<file path="config.mk">
export PLATFORM = sky130hd
export DESIGN_NAME = rc_cpl_rx
export DESIGN_NICKNAME = d
export VERILOG_FILES = /design/src/rtl/rc_cpl_pkg.sv /design/src/rtl/rc_cpl_rx.sv
export SDC_FILE = /design/constraint.sdc
export NUM_CORES = 1
export LEC_CHECK = 0
export CAP_MARGIN = 20
export CELL_PAD_IN_SITES_DETAIL_PLACEMENT = 0
export CELL_PAD_IN_SITES_GLOBAL_PLACEMENT = 1
export CORE_AREA = 5 5 222 159
export DETAILED_ROUTE_END_ITERATION = 16
export DIE_AREA = 0 0 227 164
export GPL_ROUTABILITY_DRIVEN = 0
export GPL_TIMING_DRIVEN = 1
export PLACE_DENSITY = 0.9
export SLEW_MARGIN = 25
export SYNTH_ARGS = -nofsm -noshare
export SYNTH_HDL_FRONTEND = slang
export SYNTH_SLANG_ARGS = --single-unit
</file>
<file path="constraint.sdc">
create_clock -name user_clk -period 2.6 [get_ports user_clk]
set_input_delay 0.39 -clock user_clk [delete_from_list [all_inputs] [get_ports user_clk]]
set_output_delay 0.39 -clock user_clk [all_outputs]
set_load 0.01 [all_outputs]
</file>
<file path="src/rtl/rc_cpl_pkg.sv">
// rc_cpl_pkg -- shared definitions for the Requester Completion receiver.
//   * Absolute bit offsets of the completion descriptor fields within the
//     first 128-bit beat of an RC packet (DW0 = bits [31:0]).
//   * Receiver state encoding.
//   * Completion status codes.
//   * keep_from_rem(): dword keep mask for the remaining payload length.
package rc_cpl_pkg;

  localparam int DESC_ERR_CODE_LO  = 12;  // DW0[15:12]
  localparam int DESC_BYTE_CNT_LO  = 16;  // DW0[28:16]
  localparam int DESC_REQ_DONE_BIT = 30;  // DW0[30]
  localparam int DESC_DW_CNT_LO    = 32;  // DW1[10:0]
  localparam int DESC_STATUS_LO    = 43;  // DW1[13:11]
  localparam int DESC_POISON_BIT   = 46;  // DW1[14]
  localparam int DESC_TAG_LO       = 64;  // DW2[7:0]
  localparam int DESC_DW3_LO       = 96;  // DW3, first payload dword

  typedef enum logic [1:0] {
    ST_IDLE,
    ST_DATA,
    ST_FLUSH,
    ST_DROP
  } rx_state_e;

  typedef enum logic [2:0] {
    CPL_SC  = 3'd0,
    CPL_UR  = 3'd1,
    CPL_CRS = 3'd2,
    CPL_CA  = 3'd4
  } cpl_status_e;

  // Low min(rem,4) bits set.
  function automatic logic [3:0] keep_from_rem(input logic [10:0] rem);
    logic [3:0] k;
    k = 4'b0000;
    if (rem >= 11'd4)      k = 4'b1111;
    else if (rem == 11'd3) k = 4'b0111;
    else if (rem == 11'd2) k = 4'b0011;
    else if (rem == 11'd1) k = 4'b0001;
    return k;
  endfunction

endpackage

</file>
<file path="src/rtl/rc_cpl_rx.sv">
// rc_cpl_rx -- PCIe Requester Completion receiver.
// Decodes the descriptor on the first beat of each RC packet into hdr_*
// (one-cycle hdr_valid pulse, no backpressure) and realigns the payload,
// which starts in DW3 of the descriptor beat, so that payload DW0 lands in
// out_data[31:0]. Length mismatches pulse err_len and bump err_count.
// Ports:
//   user_clk, reset            clock, synchronous active-high reset
//   m_axis_rc_*                RC stream in (tready is our backpressure)
//   hdr_*                      descriptor fields, valid with hdr_valid
//   out_data/keep/last/valid   realigned payload, out_ready from sink
//   out_tag                    tag owning the current out beat
//   err_len                    length error pulse
//   cpl_count, err_count       completions accepted / length errors
module rc_cpl_rx
  import rc_cpl_pkg::*;
#(
  parameter int C_DATA_WIDTH        = 128,
  parameter int KEEP_WIDTH          = C_DATA_WIDTH / 32,
  parameter int AXI4_RC_TUSER_WIDTH = 75
) (
  input  logic                           user_clk,
  input  logic                           reset,
  input  logic [C_DATA_WIDTH-1:0]        m_axis_rc_tdata,
  input  logic [KEEP_WIDTH-1:0]          m_axis_rc_tkeep,
  input  logic                           m_axis_rc_tlast,
  input  logic                           m_axis_rc_tvalid,
  input  logic [AXI4_RC_TUSER_WIDTH-1:0] m_axis_rc_tuser,
  output logic                           m_axis_rc_tready,
  output logic                           hdr_valid,
  output logic [7:0]                     hdr_tag,
  output logic [2:0]                     hdr_status,
  output logic [3:0]                     hdr_err_code,
  output logic [12:0]                    hdr_byte_count,
  output logic [10:0]                    hdr_dw_count,
  output logic                           hdr_req_done,
  output logic                           hdr_poisoned,
  output logic [C_DATA_WIDTH-1:0]        out_data,
  output logic [KEEP_WIDTH-1:0]          out_keep,
  output logic                           out_last,
  output logic                           out_valid,
  input  logic                           out_ready,
  output logic [7:0]                     out_tag,
  output logic                           err_len,
  output logic [15:0]                    cpl_count,
  output logic [15:0]                    err_count
);

  rx_state_e   state, state_next;
  logic [31:0] held;
  logic [10:0] rem;

  logic        rc_ready, rc_fire, out_free;
  logic        desc_take, data_take, flush_take, len_err, force_last;
  logic [10:0] desc_dw;

  // tuser is ignored; most descriptor bits are reserved for this block.
  logic unused_inputs;
  assign unused_inputs = ^{m_axis_rc_tuser, m_axis_rc_tkeep, m_axis_rc_tdata};

  assign desc_dw          = m_axis_rc_tdata[DESC_DW_CNT_LO +: 11];
  assign out_free         = !out_valid || out_ready;
  assign rc_fire          = m_axis_rc_tvalid && rc_ready;
  assign m_axis_rc_tready = rc_ready;

  always_ff @(posedge user_clk) begin
    if (reset) state <= ST_IDLE;
    else       state <= state_next;
  end

  always_comb begin
    state_next = state;
    rc_ready   = 1'b0;
    desc_take  = 1'b0;
    data_take  = 1'b0;
    flush_take = 1'b0;
    len_err    = 1'b0;
    force_last = 1'b0;
    unique case (state)
      ST_IDLE: begin
        rc_ready = 1'b1;
        if (rc_fire) begin
          desc_take = 1'b1;
          if (desc_dw == 11'd0) begin
            state_next = ST_IDLE;
          end else if (m_axis_rc_tlast) begin
            if (desc_dw == 11'd1) state_next = ST_FLUSH;
            else begin
              len_err    = 1'b1;
              state_next = ST_IDLE;
            end
          end else begin
            state_next = ST_DATA;
          end
        end
      end
      ST_DATA: begin
        rc_ready = out_free;
        if (rc_fire) begin
          data_take = 1'b1;
          if (rem <= 11'd4) begin
            state_next = m_axis_rc_tlast ? ST_IDLE : ST_DROP;
          end else if (m_axis_rc_tlast) begin
            // Packet ends early; only legal if exactly one dword (the new
            // held DW3) is still owed and it is actually present.
            if (rem == 11'd5 && m_axis_rc_tkeep[3]) begin
              state_next = ST_FLUSH;
            end else begin
              force_last = 1'b1;
              len_err    = 1'b1;
              state_next = ST_IDLE;
            end
          end
        end
      end
      ST_FLUSH: begin
        if (out_free) begin
          flush_take = 1'b1;
          state_next = ST_IDLE;
        end
      end
      ST_DROP: begin
        rc_ready = 1'b1;
        if (rc_fire && m_axis_rc_tlast) begin
          len_err    = 1'b1;
          state_next = ST_IDLE;
        end
      end
      default: state_next = ST_IDLE;
    endcase
  end

  always_ff @(posedge user_clk) begin
    if (reset) begin
      hdr_valid      <= 1'b0;
      hdr_tag        <= '0;
      hdr_status     <= '0;
      hdr_err_code   <= '0;
      hdr_byte_count <= '0;
      hdr_dw_count   <= '0;
      hdr_req_done   <= 1'b0;
      hdr_poisoned   <= 1'b0;
      out_data       <= '0;
      out_keep       <= '0;
      out_last       <= 1'b0;
      out_valid      <= 1'b0;
      out_tag        <= '0;
      err_len        <= 1'b0;
      cpl_count      <= '0;
      err_count      <= '0;
      held           <= '0;
      rem            <= '0;
    end else begin
      hdr_valid <= desc_take;
      err_len   <= len_err;
      if (len_err) err_count <= err_count + 16'd1;

      if (desc_take) begin
        hdr_tag        <= m_axis_rc_tdata[DESC_TAG_LO +: 8];
        hdr_status     <= m_axis_rc_tdata[DESC_STATUS_LO +: 3];
        hdr_err_code   <= m_axis_rc_tdata[DESC_ERR_CODE_LO +: 4];
        hdr_byte_count <= m_axis_rc_tdata[DESC_BYTE_CNT_LO +: 13];
        hdr_dw_count   <= desc_dw;
        hdr_req_done   <= m_axis_rc_tdata[DESC_REQ_DONE_BIT];
        hdr_poisoned   <= m_axis_rc_tdata[DESC_POISON_BIT];
        cpl_count      <= cpl_count + 16'd1;
        held           <= m_axis_rc_tdata[DESC_DW3_LO +: 32];
        rem            <= desc_dw;
      end

      if (data_take) begin
        out_data  <= {m_axis_rc_tdata[95:0], held};
        out_keep  <= keep_from_rem(rem);
        out_last  <= (rem <= 11'd4) || force_last;
        out_tag   <= hdr_tag;
        out_valid <= 1'b1;
        held      <= m_axis_rc_tdata[DESC_DW3_LO +: 32];
        rem       <= (rem > 11'd4) ? rem - 11'd4 : 11'd0;
      end else if (flush_take) begin
        out_data  <= {96'b0, held};
        out_keep  <= 4'b0001;
        out_last  <= 1'b1;
        out_tag   <= hdr_tag;
        out_valid <= 1'b1;
      end else if (out_valid && out_ready) begin
        out_valid <= 1'b0;
      end
    end
  end

endmodule

</file>
==> metrics.sh <==
FINAL_AREA_MM2=0.0148
MAX_CAP_VIOLATIONS=0
SYNTHARSTFLOPSHARE_PCT=0
RATIO_OF_CELLS_WITH_DRIVE_ABOVE_1_IN_THE_FINAL_LAYOUT_PCT=7.10
POWER.DENSITY_CELL_AREA_mW_PER_MM2=953
DRT.ANTENNA.VIOLATING_NETS=0
CLKSINKCOUNT=262
POST_DRT_VIA_CELL_RATIO=4.93
MAX_CLOCK_SKEW_PS=16.5
DIE_H_UM=164
NETS=1708
WL_UM=33500
CTS_BUFFER_DEPTH=3
WORST_PIN_SLEW_PS=621
AREAGROWTHSYNTHTOFINISH_PCT=51.7
SYNTH_CELL_TYPE_COUNT=46
FINAL.FILL_COUNT=3194
SYNTH_TOP_CELLS_BY_AREA='sky130_fd_sc_hd__dfxtp_1 54%, sky130_fd_sc_hd__nand2_1 9.9%, sky130_fd_sc_hd__a22oi_1 7.6%'
GRT_PASS1_WL_UM=51400
SYNTH.AVG_CELL_AREA_UM2=8.47
SYNTH_CELLS=1151
CTS_TREE='built'
LEAKAGE_nW=5.23
DRTPASS1ITERATIONS=5
TIMING.SLEW.HEADROOM_PCT=58.6
PATH_MAX_FANOUT=9
SETUP_VIOLATIONS=0
FINAL.PERIOD_UTILIZATION_PCT=90.1
DETAILED_PLACE.AREA_MM2=0.0139
IOPINCOUNT=430
FINALHOLDVIOLCOUNT=0
OUTCOME='finished clean'
PLACEMENT.IO_BUFFERS=351
POST_SYNTH_EDFFS=0
NETLIST.TOP_CELL.BY_AREA='sky130_fd_sc_hd__dfxtp_1'
SYN_NETS=1372
HP-CLASS='primary input to register'
DIE-AREA_MM2=0.0372
PIN_COUNT_OF_THE_BIGGEST_NET_ENTERING_GLOBAL_ROUTING=83
PLACE_INST=1893
ROUTEDWLPERCELL_UM=17.2
ANTENNA_FOUND_INITIAL=0
CTS_INSERTED_BUFFERS=27
FIN_TNS_SETUP_PS=0
CTS_ROOT_BUF='sky130_fd_sc_hd__clkbuf_16'
SYNTH_FF_TYPE='sky130_fd_sc_hd__dfxtp_1'
RSZ0062_AT_GRT='false'
REPORT.FINAL.SLEW_VIOL_COUNT=0
MAPPEDNETLISTAREA_MM2=0.00975
YS_WARN_COUNT=0
GRT_USE_TOTAL_PCT=17.0
YOSYS_REGISTER_BITS=262
FMAX_GHz=0.427
START_UTIL_PCT=29.6
POST-SYNTH-TOP-AREA-FRACTION_PCT=53.8
FIN_TOTAL_PWR_mW=14.1
SETUP.WORST_PATH.END_CLASS='register'
REQUIRED_PS=3060
PEAKVDDDROP_mV=0.520
VIAS_IN_THE_FIRST_GLOBAL_ROUTE=9108
H-TREE-DEPTH=1
CRIT_PATH_TIME_FINAL_PS=2340
DRC=0
CORE_REGION_AREA_MM2=0.0330
FINALHOLDWORSTSLACK_PS=380
PRECTSSETUPSLACK_PS=78.6
TIMING.CRITICAL_PATH.ARRIVAL_PS=2800
DRT_ITER0_DRC=624
FINAL_STD_CELLS_W_O_FILL=1944
SETUP_SLACK_PS=256
PATH_CLASS='register to register'
CLOCK_PIN_SLEW_ON_THE_WORST_SETUP_AND_HOLD_PATHS_PS=70
DIE_WIDTH_UM=227
SKEW_PAIR_LATE_INSERTION_DELAY_PS=550
LAYOUT.CORE_UTILIZATION_PCT=44.8
CRITICAL_PATH.STARTPOINT_TYPE='register'
ROUTED-VIA-COUNT=9592
HPWL_UM=23400
YS_SEQ_AREA_SHARE_PCT=53.8
GRT.OVERFLOW.TOTAL=0
ROW_COUNT=56
==> synth_stat cells (4+ instances only) <==
| master | count |
|---|---|
| sky130_fd_sc_hd__nor4_1 | 8 |
| sky130_fd_sc_hd__inv_1 | 8 |
| sky130_fd_sc_hd__clkbuf_1 | 61 |
| sky130_fd_sc_hd__buf_1 | 4 |
| sky130_fd_sc_hd__nor2_1 | 142 |
| sky130_fd_sc_hd__o21ai_0 | 13 |
| sky130_fd_sc_hd__a31oi_1 | 4 |
| sky130_fd_sc_hd__or3_1 | 7 |
| sky130_fd_sc_hd__nand2_1 | 257 |
| sky130_fd_sc_hd__buf_2 | 17 |
| sky130_fd_sc_hd__o31ai_1 | 7 |
| sky130_fd_sc_hd__ha_1 | 9 |
| sky130_fd_sc_hd__nor3_1 | 9 |
| sky130_fd_sc_hd__nand4_1 | 14 |
| sky130_fd_sc_hd__a22oi_1 | 99 |
| sky130_fd_sc_hd__or4_1 | 5 |
| sky130_fd_sc_hd__dfxtp_1 | 262 |
| sky130_fd_sc_hd__a21oi_1 | 142 |
| sky130_fd_sc_hd__xor2_1 | 12 |
| sky130_fd_sc_hd__a211oi_1 | 5 |
| sky130_fd_sc_hd__xnor2_1 | 11 |
| sky130_fd_sc_hd__nand3_1 | 9 |
| sky130_fd_sc_hd__and3_1 | 9 |
==> layout by cell type, fill, tap and decap left out, types with 3 or more instances in the layout <==
cell | synthesis | layout
sky130_fd_sc_hd__clkdlybuf4s50_1 | 0 | 349
sky130_fd_sc_hd__dfxtp_1 | 262 | 262
sky130_fd_sc_hd__nand2_1 | 257 | 256
sky130_fd_sc_hd__a21oi_1 | 142 | 141
sky130_fd_sc_hd__nor2_1 | 142 | 141
sky130_fd_sc_hd__a22oi_1 | 99 | 99
sky130_fd_sc_hd__buf_4 | 1 | 31
sky130_fd_sc_hd__clkbuf_16 | 0 | 27
sky130_fd_sc_hd__nand4_1 | 14 | 14
sky130_fd_sc_hd__o21ai_0 | 13 | 13
sky130_fd_sc_hd__xor2_1 | 12 | 12
sky130_fd_sc_hd__xnor2_1 | 11 | 11
sky130_fd_sc_hd__buf_12 | 0 | 10
sky130_fd_sc_hd__nor3_1 | 9 | 9
sky130_fd_sc_hd__nand3_1 | 9 | 9
sky130_fd_sc_hd__ha_1 | 9 | 9
sky130_fd_sc_hd__clkinv_2 | 0 | 9
sky130_fd_sc_hd__nor4_1 | 8 | 8
sky130_fd_sc_hd__inv_1 | 8 | 8
sky130_fd_sc_hd__and3_1 | 9 | 8
sky130_fd_sc_hd__or3_1 | 7 | 7
sky130_fd_sc_hd__o31ai_1 | 7 | 7
sky130_fd_sc_hd__or4_1 | 5 | 5
sky130_fd_sc_hd__a211oi_1 | 5 | 5
sky130_fd_sc_hd__a31oi_1 | 4 | 4
sky130_fd_sc_hd__clkinvlp_4 | 0 | 4
sky130_fd_sc_hd__nor3_2 | 3 | 3
sky130_fd_sc_hd__nand2b_1 | 3 | 3
sky130_fd_sc_hd__nand3b_1 | 3 | 3
sky130_fd_sc_hd__clkbuf_1 | 61 | 3
sky130_fd_sc_hd__clkbuf_8 | 0 | 3
==> worst max-delay path, cell delays in order (launching register included) <==
cell and delay (ps):
sky130_fd_sc_hd__dfxtp_1 370, sky130_fd_sc_hd__inv_1 90, sky130_fd_sc_hd__ha_1 300, sky130_fd_sc_hd__nor2b_1 270, sky130_fd_sc_hd__and4_2 310, sky130_fd_sc_hd__and4_1 270, sky130_fd_sc_hd__nand3_4 130, sky130_fd_sc_hd__or3_1 370
sky130_fd_sc_hd__a21oi_1 140
==> sequential cells by signal, indices dropped and copies added (netlist names), 8 cells and up <==
signal          count
cpl_count          16
hdr_dw_count       11
out_data          128
rem                11
hdr_tag             8
held               32
err_count          16
hdr_byte_count     13
out_tag             8
==> final timing paths <==
path	start	endpoint	slack, ps	cells after the start
min reg2reg	out_data[26]	out_data[26]	450	2
min	m_axis_rc_tdata[100]	held[4]	380	3
max reg2reg	state[0]	cpl_count[15]	260	8
max	state[0]	cpl_count[15]	260	8
==> where the power goes <==
group          switching [mW]  internal [mW]  leakage [nW]
combinational            2.92           2.20          2.67
clock                    1.69           2.18         0.428
sequential              0.435           4.68          2.13
==> timing repair <==
action | in CTS | in global routing
hold buffers | 0 | 0
buffers inserted | 0 | 0
gates resized for setup | 0 | 1
endpoints found under the setup margin | 0 | 1
hold endpoints to repair | 0 | 0
==> per-layer routing <==
layer	routed length (µm)	GRT usage (%)
met2	15200	27.4
met5	0	0
met1	14300	22.2
met4	1070	4.84
met3	2910	5.32
==> logic make-up after synthesis <==
logic type | after synthesis | share of synthesized area [%]
xor gates and xnor gates | 23 | 2.07
buffers and inverters | 93 | 3.99
and+or+nand+nor | 482 | 21.0
muxes | 2 | 0.205
DFF | 262 | 53.8
AOI/OAI and AO/OA | 280 | 17.8
adders and majority gates | 9 | 1.15
==> layout make-up <==
cell class,instances,area (µm²),area share [%]
diodes,1,2.50,0.0169
multi-input cells,796,4150,28.0
inverters,8,30.0,0.203
clock inverters,18,161,1.09
clock buffers,32,714,4.83
repair buffers,392,3950,26.7
well taps,435,544,3.68
flip-flops and latches,262,5250,35.4
No activity file was read; power rests on OpenSTA's default activity.
